### config.mk
export PLATFORM = sky130hd
export DESIGN_NAME = upp_frame_scheduler_flat
export DESIGN_NICKNAME = d
export VERILOG_FILES = /design/src/rtl/upp_frame_scheduler_if.sv /design/src/rtl/upp_frame_scheduler.sv /design/src/flat_wrapper.sv
export SDC_FILE = /design/constraint.sdc
export NUM_CORES = 1
export LEC_CHECK = 0
export BUFFER_PORTS_ARGS = -buffer_cell sky130_fd_sc_hd__buf_2
export CORE_MARGIN = 2
export CORE_UTILIZATION = 45
export DETAILED_ROUTE_END_ITERATION = 10
export PLACE_DENSITY = 0.75
export SLEW_MARGIN = 25
export SYNTH_ARGS = -nofsm -noshare
export SYNTH_HDL_FRONTEND = slang
export SYNTH_SLANG_ARGS = --single-unit
### constraint.sdc
create_clock -name iCLK -period 3.5 [get_ports iCLK]
set_input_delay 0.35 -clock iCLK [delete_from_list [all_inputs] [get_ports iCLK]]
set_output_delay 0.35 -clock iCLK [all_outputs]
set_load 0.03 [all_outputs]
### src/rtl/upp_frame_scheduler_if.sv
// uPP bus between the frame scheduler (master) and the DSP (slave).
interface upp_frame_scheduler_if;
  logic [15:0] oUPP_DATA;
  logic        oUPP_START;
  logic        oUPP_ENABLE;
  logic        iUPP_WAIT;

  modport master (output oUPP_DATA, output oUPP_START, output oUPP_ENABLE, input iUPP_WAIT);
  modport slave  (input oUPP_DATA, input oUPP_START, input oUPP_ENABLE, output iUPP_WAIT);
endinterface

### src/rtl/upp_frame_scheduler.sv
// Drains finished BLVDS frames from two ping-pong FIFOs onto the uPP bus, oldest bank first.
// Optional frame trailer word is enabled by defining UPP_TRAILER_EN.
module upp_frame_scheduler #(
  parameter logic [15:0] MAX_WORDS    = 16'd4200,
  parameter logic [15:0] WAIT_TIMEOUT = 16'd1000,
  parameter logic [3:0]  CLR_CYCLES   = 4'd3
) (
  input  logic                  iCLK,
  input  logic                  iRST,
  input  logic                  iSEND_OK,
  input  logic                  iWR_SEL,
  input  logic                  iRX_ERROR,
  input  logic [1:0]            iRDEMPTY,
  input  logic [15:0]           iQ0,
  input  logic [15:0]           iQ1,
  output logic [1:0]            oRDREQ,
  output logic [1:0]            oACLR,
  upp_frame_scheduler_if.master upp,
  output logic                  oBUSY,
  output logic                  oOVERRUN,
  output logic                  oABORT,
  output logic [7:0]            oFRAME_CNT
);

`ifdef UPP_TRAILER_EN
  typedef enum logic [2:0] {ST_IDLE, ST_PREP, ST_XFER, ST_TRAIL, ST_CLEAR} state_t;
`else
  typedef enum logic [2:0] {ST_IDLE, ST_PREP, ST_XFER, ST_CLEAR} state_t;
`endif

  state_t          state_q, state_d;
  logic            bank_q, bank_d, age_q, age_d;
  logic [1:0]      pend_q, pend_d;
  logic            ok_q, ev_q, ev_d, ev_bank_q, ev_err_q;
  logic [1:0][3:0] ecnt_q, ecnt_d;
  logic            ovr_q, ovr_d, abort_q, abort_d;
  logic [15:0]     hold_q, hold_d;
  logic            hold_v_q, hold_v_d, infl_q, infl_d, first_q, first_d;
  logic [15:0]     wcnt_q, wcnt_d, wait_cnt_q, wait_cnt_d;
  logic [3:0]      clr_cnt_q, clr_cnt_d;
  logic            aborted_q, aborted_d;
  logic [7:0]      frame_cnt_q, frame_cnt_d;

  logic [1:0]  rdreq, aclr, pend_clr, pend_set;
  logic        enable, consume, load, timeout, sel;
  logic [15:0] q_sel;

  always_ff @(posedge iCLK or posedge iRST) begin
    if (iRST) begin
      state_q     <= ST_IDLE;
      bank_q      <= 1'b0;
      age_q       <= 1'b0;
      pend_q      <= '0;
      ok_q        <= 1'b0;
      ev_q        <= 1'b0;
      ev_bank_q   <= 1'b0;
      ev_err_q    <= 1'b0;
      ecnt_q      <= '0;
      ovr_q       <= 1'b0;
      abort_q     <= 1'b0;
      hold_q      <= '0;
      hold_v_q    <= 1'b0;
      infl_q      <= 1'b0;
      first_q     <= 1'b0;
      wcnt_q      <= '0;
      wait_cnt_q  <= '0;
      clr_cnt_q   <= '0;
      aborted_q   <= 1'b0;
      frame_cnt_q <= '0;
    end else begin
      state_q     <= state_d;
      bank_q      <= bank_d;
      age_q       <= age_d;
      pend_q      <= pend_d;
      ok_q        <= iSEND_OK;
      ev_q        <= ev_d;
      ev_bank_q   <= iWR_SEL;
      ev_err_q    <= iRX_ERROR;
      ecnt_q      <= ecnt_d;
      ovr_q       <= ovr_d;
      abort_q     <= abort_d;
      hold_q      <= hold_d;
      hold_v_q    <= hold_v_d;
      infl_q      <= infl_d;
      first_q     <= first_d;
      wcnt_q      <= wcnt_d;
      wait_cnt_q  <= wait_cnt_d;
      clr_cnt_q   <= clr_cnt_d;
      aborted_q   <= aborted_d;
      frame_cnt_q <= frame_cnt_d;
    end
  end

  always_comb begin
    state_d     = state_q;
    bank_d      = bank_q;
    age_d       = age_q;
    ev_d        = iSEND_OK & ~ok_q;
    ovr_d       = 1'b0;
    abort_d     = 1'b0;
    hold_d      = hold_q;
    hold_v_d    = hold_v_q;
    infl_d      = infl_q;
    first_d     = first_q;
    wcnt_d      = wcnt_q;
    wait_cnt_d  = '0;
    clr_cnt_d   = clr_cnt_q;
    aborted_d   = aborted_q;
    frame_cnt_d = frame_cnt_q;
    rdreq       = '0;
    aclr        = '0;
    enable      = 1'b0;
    pend_clr    = '0;
    pend_set    = '0;
    sel         = (&pend_q) ? ~age_q : pend_q[1];
    q_sel       = bank_q ? iQ1 : iQ0;
    consume     = hold_v_q & ~upp.iUPP_WAIT;
    load        = ~hold_v_q | consume;
    timeout     = upp.iUPP_WAIT && (wait_cnt_q >= WAIT_TIMEOUT - 16'd1);
    for (int unsigned b = 0; b < 2; b++)
      ecnt_d[b] = (ecnt_q[b] != 4'd0) ? ecnt_q[b] - 4'd1 : 4'd0;

    case (state_q)
      ST_IDLE: begin
        if (|pend_q) begin
          bank_d    = sel;
          pend_clr  = sel ? 2'b10 : 2'b01;
          wcnt_d    = '0;
          first_d   = 1'b1;
          hold_v_d  = 1'b0;
          infl_d    = 1'b0;
          aborted_d = 1'b0;
          clr_cnt_d = '0;
          state_d   = ST_PREP;
        end
      end
      ST_PREP: begin
        if (iRDEMPTY[bank_q]) begin
          state_d = ST_CLEAR;
        end else begin
          rdreq[bank_q] = 1'b1;
          infl_d        = 1'b1;
          wcnt_d        = 16'd1;
          state_d       = ST_XFER;
        end
      end
      ST_XFER: begin
        enable     = hold_v_q;
        wait_cnt_d = upp.iUPP_WAIT ? wait_cnt_q + 16'd1 : 16'd0;
        if (consume) begin
          hold_v_d = 1'b0;
          first_d  = 1'b0;
        end
        if (infl_q && load) begin
          hold_d   = q_sel;
          hold_v_d = 1'b1;
          infl_d   = 1'b0;
        end
        // A read is only issued when the word now on the FIFO output moves into the holding register this edge.
        if (!upp.iUPP_WAIT && !iRDEMPTY[bank_q] && (wcnt_q != MAX_WORDS) && (!infl_q || load)) begin
          rdreq[bank_q] = 1'b1;
          infl_d        = 1'b1;
          wcnt_d        = wcnt_q + 16'd1;
        end
        if (timeout) begin
          abort_d   = 1'b1;
          aborted_d = 1'b1;
          state_d   = ST_CLEAR;
        end else if (!hold_v_q && !infl_q) begin
          if (iRDEMPTY[bank_q]) begin
`ifdef UPP_TRAILER_EN
            hold_d   = {4'hA, 3'b000, bank_q, frame_cnt_q + 8'd1};
            hold_v_d = 1'b1;
            state_d  = ST_TRAIL;
`else
            state_d  = ST_CLEAR;
`endif
          end else if (wcnt_q == MAX_WORDS) begin
            abort_d   = 1'b1;
            aborted_d = 1'b1;
            state_d   = ST_CLEAR;
          end
        end
      end
`ifdef UPP_TRAILER_EN
      ST_TRAIL: begin
        enable     = hold_v_q;
        wait_cnt_d = upp.iUPP_WAIT ? wait_cnt_q + 16'd1 : 16'd0;
        if (timeout) begin
          abort_d   = 1'b1;
          aborted_d = 1'b1;
          state_d   = ST_CLEAR;
        end else if (consume) begin
          hold_v_d = 1'b0;
          first_d  = 1'b0;
          state_d  = ST_CLEAR;
        end
      end
`endif
      ST_CLEAR: begin
        aclr[bank_q] = 1'b1;
        clr_cnt_d    = clr_cnt_q + 4'd1;
        if (clr_cnt_q == CLR_CYCLES - 4'd1) begin
          age_d   = bank_q;
          state_d = ST_IDLE;
          if (!aborted_q) frame_cnt_d = frame_cnt_q + 8'd1;
        end
      end
      default: state_d = ST_IDLE;
    endcase

    // Error clears on the bank being drained are covered by its own CLEAR.
    if (ev_q) begin
      if (ev_err_q) begin
        if (state_q == ST_IDLE || bank_q != ev_bank_q) ecnt_d[ev_bank_q] = CLR_CYCLES;
      end else begin
        pend_set[ev_bank_q] = 1'b1;
        if (pend_q[ev_bank_q] && !pend_clr[ev_bank_q]) ovr_d = 1'b1;
      end
    end
    pend_d = (pend_q & ~pend_clr) | pend_set;
  end

  assign oRDREQ          = rdreq;
  assign oACLR           = aclr | {ecnt_q[1] != 4'd0, ecnt_q[0] != 4'd0};
  assign upp.oUPP_DATA   = hold_q;
  assign upp.oUPP_ENABLE = enable;
  assign upp.oUPP_START  = enable & first_q;
  assign oBUSY           = (state_q != ST_IDLE);
  assign oOVERRUN        = ovr_q;
  assign oABORT          = abort_q;
  assign oFRAME_CNT      = frame_cnt_q;

endmodule

### src/flat_wrapper.sv
// flat-port wrapper written by rule: the top's interface ports become plain ports
module upp_frame_scheduler_flat 
#(
  parameter logic [15:0] MAX_WORDS    = 16'd4200,
  parameter logic [15:0] WAIT_TIMEOUT = 16'd1000,
  parameter logic [3:0]  CLR_CYCLES   = 4'd3
)
  (iCLK, iRST, iSEND_OK, iWR_SEL, iRX_ERROR, iRDEMPTY, iQ0, iQ1, oRDREQ, oACLR, oBUSY, oOVERRUN, oABORT, oFRAME_CNT, upp_oUPP_DATA, upp_oUPP_START, upp_oUPP_ENABLE, upp_iUPP_WAIT);
  upp_frame_scheduler_if upp_i ();
  input  logic iCLK;
  input  logic iRST;
  input  logic iSEND_OK;
  input  logic iWR_SEL;
  input  logic iRX_ERROR;
  input  logic [1:0] iRDEMPTY;
  input  logic [15:0] iQ0;
  input  logic [15:0] iQ1;
  output logic [1:0] oRDREQ;
  output logic [1:0] oACLR;
  output logic oBUSY;
  output logic oOVERRUN;
  output logic oABORT;
  output logic [7:0] oFRAME_CNT;
  output wire logic [$bits(upp_i.oUPP_DATA)-1:0] upp_oUPP_DATA;
  output wire logic [$bits(upp_i.oUPP_START)-1:0] upp_oUPP_START;
  output wire logic [$bits(upp_i.oUPP_ENABLE)-1:0] upp_oUPP_ENABLE;
  input wire logic [$bits(upp_i.iUPP_WAIT)-1:0] upp_iUPP_WAIT;
  assign upp_oUPP_DATA = upp_i.oUPP_DATA;
  assign upp_oUPP_START = upp_i.oUPP_START;
  assign upp_oUPP_ENABLE = upp_i.oUPP_ENABLE;
  assign upp_i.iUPP_WAIT = upp_iUPP_WAIT;
  upp_frame_scheduler #(.MAX_WORDS(MAX_WORDS), .WAIT_TIMEOUT(WAIT_TIMEOUT), .CLR_CYCLES(CLR_CYCLES)) u_core (.iCLK(iCLK), .iRST(iRST), .iSEND_OK(iSEND_OK), .iWR_SEL(iWR_SEL), .iRX_ERROR(iRX_ERROR), .iRDEMPTY(iRDEMPTY), .iQ0(iQ0), .iQ1(iQ1), .oRDREQ(oRDREQ), .oACLR(oACLR), .upp(upp_i), .oBUSY(oBUSY), .oOVERRUN(oOVERRUN), .oABORT(oABORT), .oFRAME_CNT(oFRAME_CNT));
endmodule
* Word level (Yosys, flattened, before mapping) *
Index checks and enable logic that the tools add are counted.

word-level totals
  flip-flop bits (word level) = 85
  input port bits = 40
  output and inout bits = 33
  word-level logic and storage cells = 170

operators by class
  $add $sub $neg = 6
  order comparisons = 5
  eq/ne operators = 18
  multiplexer cells = 68
  bitwise operators = 16
  reductions and logical operators = 36

operators with widths
  cell                                                                 number
  2-to-1 mux 16 bit                                                    6
  case mux 16 bit (3 select lines)                                     1
  adder 16 x 1 -> 16 bit, second input constant                        2
  2-to-1 mux 1 bit                                                     30
  2-to-1 mux 8 bit                                                     3
  2-to-1 mux 3 bit                                                     6
  equality test 16 x 13 -> 1 bit, second input constant                1
  greater-or-equal comparator 16 x 10 -> 1 bit, second input constant  1
  2-to-1 mux 2 bit                                                     8
  2-to-1 mux 4 bit                                                     4
  inequality test 16 x 13 -> 1 bit, second input constant              1
  inequality test 3 x 1 -> 1 bit, second input constant                4
  case mux 3 bit (4 select lines)                                      1
  AND reduction 4 bit                                                  3
  AND reduction 2 bit                                                  5
  logical AND 1 bit                                                    9
  AND reduction 3 bit                                                  3
  adder 8 x 1 -> 8 bit, second input constant                          1
  inequality test 2 x 1 -> 1 bit, second input constant                4
  case mux 4 bit (2 select lines)                                      1
  nonzero test 4 bit                                                   2
  subtractor 4 x 1 -> 4 bit, second input constant                     2
  equality test 3 x 2 -> 1 bit, second input constant                  2
  case mux 1 bit (2 select lines)                                      3
  other kinds (29)                                                     46

* Depth between registers and ports, before layout *
  depth after elaboration = 12
  depth in mapped cells = 8
  gate-level depth less buffers = 7

* Worst setup path after synthesis *
No wires, ideal clock.

  path type = flip-flop to output port
  start point = register u_core.wcnt_q[0]
  end point = output oRDREQ[1]
  data arrival time = 2072 ps
  data required time = 3150 ps
  setup slack = 1078 ps
  cell stages (with the launch flop) = 8
  path buffers = 0
  cell sequence = dfrtp_1 inv_1 ha_1 and4_1 nand4_1 nor3b_1 a22oi_1 nor3b_1

between the ends
  longest elaborated chain between the ends = 5

RTL lines
  what                              RTL line                    text
  from (decl)                       upp_frame_scheduler.sv:39   logic [15:0] wcnt_q, wcnt_d, wait_cnt_q, wait_cnt_d;
  from (signal assigned)            upp_frame_scheduler.sv:86   wcnt_q <= wcnt_d;
  inequality test 16 x 13 -> 1 bit  upp_frame_scheduler.sv:160  if (!upp.iUPP_WAIT && !iRDEMPTY[bank_q] && (wcnt_q != MAX_WORDS) && (!infl_q || load)) begin
  logical AND 1 bit (2 in series)   upp_frame_scheduler.sv:160
  2-to-1 mux 2 bit                  upp_frame_scheduler.sv:160
  case mux 2 bit (2 select lines)   upp_frame_scheduler.sv:123  case (state_q)
  to (decl)                         flat_wrapper.sv:18          output logic [1:0] oRDREQ;

No other way between the ends.

* Final worst setup path *
  start point = register u_core.state_q[0]
  end point = register u_core.wcnt_q[6]

between the ends
  longest elaborated chain between the ends = 3
  elaborated cells between the ends (all ways) = 9
  classes of those cells = eq/ne: 5; mux: 1; reduce/logical: 3

RTL lines
  what                                                                           RTL line                    text
  from (decl)                                                                    upp_frame_scheduler.sv:31   state_t state_q, state_d;
  from (signal assigned)                                                         upp_frame_scheduler.sv:71   state_q <= state_d;
  equality test 3 x 2 -> 1 bit, or another cell as far along                     upp_frame_scheduler.sv:123
  inequality test 2 x 1 -> 1 bit (no source line), or another cell as far along  -
  AND reduction 4 bit (no source line)                                           -

Parallel ways exist; a longest one is shown, timed or not.
A chain may end at the register's enable or synchronous reset.

==> qor_table.md <==
| Metric | Value |
|---|---|
| P&R area growth vs syn | 16.14% |
| Wire length per cell | 14.77 µm |
| R2r endpoint | u_core.wcnt_q[6] |
| Power share of the clock group | 21.3% |
| Via count of the first global-routing pass | 3374 |
| WP data arrival | 3.25 ns |
| Count of input and output buffers | 72 |
| Avg Vias per Cell | 5.608 |
| VDD IR max | 542.3 µV |
| Required time of the critical path | 3.74 ns |
| Distinct cell type count of the synthesized netlist | 49 |
| Pins over their slew limit | 0 |
| Area of the mapped netlist | 4209 µm² |
| Overflow left after global routing | 0 |
| Fin. Hold Viols | 0 |
| R2R Setup Slk | 0.49 ns |
| Top cells by count, synth | dfrtp_1, nor2_1, a21oi_1 |
| Number of ports placed on the die boundary | 73 |
| Via total after detailed routing | 3466 |
| Vertical die dimension | 100.7 µm |
| Setup Fix Bufs, Post-CTS | 0 |
| Die width | 100.7 µm |
| CORE AREA | 9153 µm² |
| Unrepaired setup endpoints after global routing | false |
| Cell row count | 35 |
| Number of buffers inserted during clock tree synthesis | 9 |
| Detailed-routing iteration count for the pre-antenna-repair pass | 6 |
| Crit path launch type | register |
| TritonCTS clock tree | done |
| Number of H-tree levels | 3 |
| Power density over the cells | 745.7 nW/µm² |
| Post-route ant nets | 0 |
| Commonest register cell after synthesis | dfrtp_1 |
| Clock transition at the registers of the reported paths | 0.09 ns |
| Top-area cell type share of the netlist area | 49.94% |
| Total Die Area | 10140 µm² |
| Kind of critical path | register to register |
| Placement-stage worst setup slack | 0.5596 ns |
| Internal portion of total power | 0.002096 W |
| Mean post-synth cell area | 9.721 µm² |
| Violation count after the first detailed-routing iteration | 249 |
| Largest fanout on the critical path | 14 |
| Type of the most critical hold path | input port to async pin |
| Global-route wire length before repair | 15790 µm |
| Ratio of final minimum period to clock period | 86.08% |
| Clock latency at the later pin of the worst-skew pair | 0.36 ns |
| Critical R2R Launch | u_core.state_q[0] |
| Synth async-reset ratio | 100.0% |
| Nets | 552 |
| Net switching share of the total power | 42.50% |
| Number of synthesis warnings | 0 |
| Number of fillers in the final layout | 787 |
| P_leak | 2.306 nW |
| Net Sw Power | 0.001549 W |
| Number of setup violations in the final report | 0 |
| Remaining DRCs | 0 |
| Antenna violations before repair | 1 |
| Worst slew pin tran | 0.9286 ns |
| Post-route worst setup slack | 0.4873 ns |
| Sequential area share after synthesis | 49.94% |
| FF+latch count, synth | 84 |
| Instance area after placement | 4663 µm² |
| Num Clock Sinks | 84 |
| Cts-stage hold buffer count | 0 |
| Synthesized net count | 483 |
| Total wire length | 9128 µm |
| Total of cells resized after clock tree synthesis | 0 |
| Count of flip-flops with a built-in enable after synthesis | 0 |
| Clock root buffer | clkbuf_8 |
| Share of post-route cells with drive strength above 1 | 19.96% |
| Starting utilization of the core area | 45.99% |
| Placer Congestion | 0.8821 |
| Worst hold slack | 0.05688 ns |
| Mapped Cells | 433 |
| Area leader, netlist | dfrtp_1 |
| Depth of the most critical reg-to-reg path | 7 |
| Number of max-cap violations | 0 |
| Setup TNS after final layout | 0 ns |
| Worst-case headroom to the max-slew limit | 38.10% |
| Result of the run | complete, no violations |
| Time the final worst path needs with I/O delays and setup | 3.013 ns |
| Top cells by area, synth | dfrtp_1, nor2_1, mux2i_1, a21oi_1, o21ai_0 |
| Fraction of power consumed by combinational cells | 42.1% |
| Worst-case clock skew | 0.01313 ns |
| CP endpoint kind | register |
| Maximum buffer depth of the clock tree | 2 |
| Dominant cell by count in the synthesized netlist | dfrtp_1 |
| Total global-route track usage | 19.23% |
| Power share of the sequential group | 36.6% |
| Area of the multi-input gates | 1971 µm² |
| Maximum number of pins on one net before global-route repair | 55 |
| DPL Wire Length | 6546 µm |
| Final Instance Area | 4888 µm² |
| Highest clock rate | 331.9 MHz |
| Register cell area after layout | 2102 µm² |
## state kept, by name (all words and copies together), names as in the netlist, 2 cells and up
signal and flops:
u_core.clr_cnt_q 4, u_core.ecnt_q 8, u_core.wcnt_q 16, u_core.upp.oUPP_DATA 16, u_core.wait_cnt_q 16, u_core.pend_q 2
u_core.state_q 2, u_core.oFRAME_CNT 8
## worst max-delay path, cell delays in order (launching register included)
cell and delay [ns]:
dfrtp_1 0.42, inv_1 0.09, ha_1 0.32, nor3b_2 0.25, a211o_1 0.35, o2bb2ai_1 0.76
nand2_1 0.31, o41ai_1 0.39
## metal layers
layer	up-vias	track usage (%)	part of all wire, %
met5	-	0	0
li1	1688	-	-
met1	1632	26.89	46
met2	131	29.38	46
met3	15	4.092	5.9
met4	0	7.482	2.0
## power groups by stage
stage	logic, W	registers (W)	clock network, W
after global placement	0.00149	0.00134	0
after CTS	0.00154	0.00133	0.000792
after global routing	0.00169	0.00136	0.000827
after floorplan	0.000960	0.00153	0
after detailed placement	0.00153	0.00135	0
final	0.00154	0.00133	0.000775
## worst max-delay path by stage
stage                            from          endpoint
global placement    u_core.state_q[0]  u_core.wcnt_q[6]
CTS                 u_core.state_q[0]  u_core.wcnt_q[6]
detailed placement  u_core.state_q[0]  u_core.wcnt_q[6]
finish              u_core.state_q[0]  u_core.wcnt_q[6]
floorplan                        iRST  u_core.aborted_q
global route        u_core.state_q[0]  u_core.wcnt_q[6]
## stage by stage
step                      cells  total power [W]  util (%)
after CTS                   617         0.003664     53.38
final                       618         0.003645     53.41
after global placement      602         0.002821     50.95
after detailed placement    602         0.002880     50.95
after floorplan             433         0.002486         -
after global routing        618         0.003881     53.41
## cells in the final DEF, fill, tap and decap left out, drive strengths merged, types with 6 or more instances in the layout
master	n
a21oi	33
and3	12
buf	76
clkbuf	10
dfrtp	84
ha	10
inv	16
mux2	6
mux2i	17
nand2	26
nand3	20
nand4	9
nor2	55
nor3	17
o21ai	26
o31ai	7
xnor2	11
xor2	12
## cell families after synthesis
| kind of cell | share of synthesized area, % |
|---|---|
| flops | 49.94 |
| buf+inv | 3.300 |
| fa+ha+maj | 2.973 |
| mux | 5.737 |
| compound gates | 13.50 |
| simple gates | 19.77 |
| xor+xnor | 4.786 |
## layout make-up
cell class	instances	share of cell area, %
flip-flops and latches	84	43.00
repair buffers	76	7.986
multi-input cells	315	40.31
diodes	1	0.05119
inverters	16	1.254
clock inverters	5	1.740
clock buffers	10	2.815
well taps	111	2.841
Power figures use the tool's default switching activity.
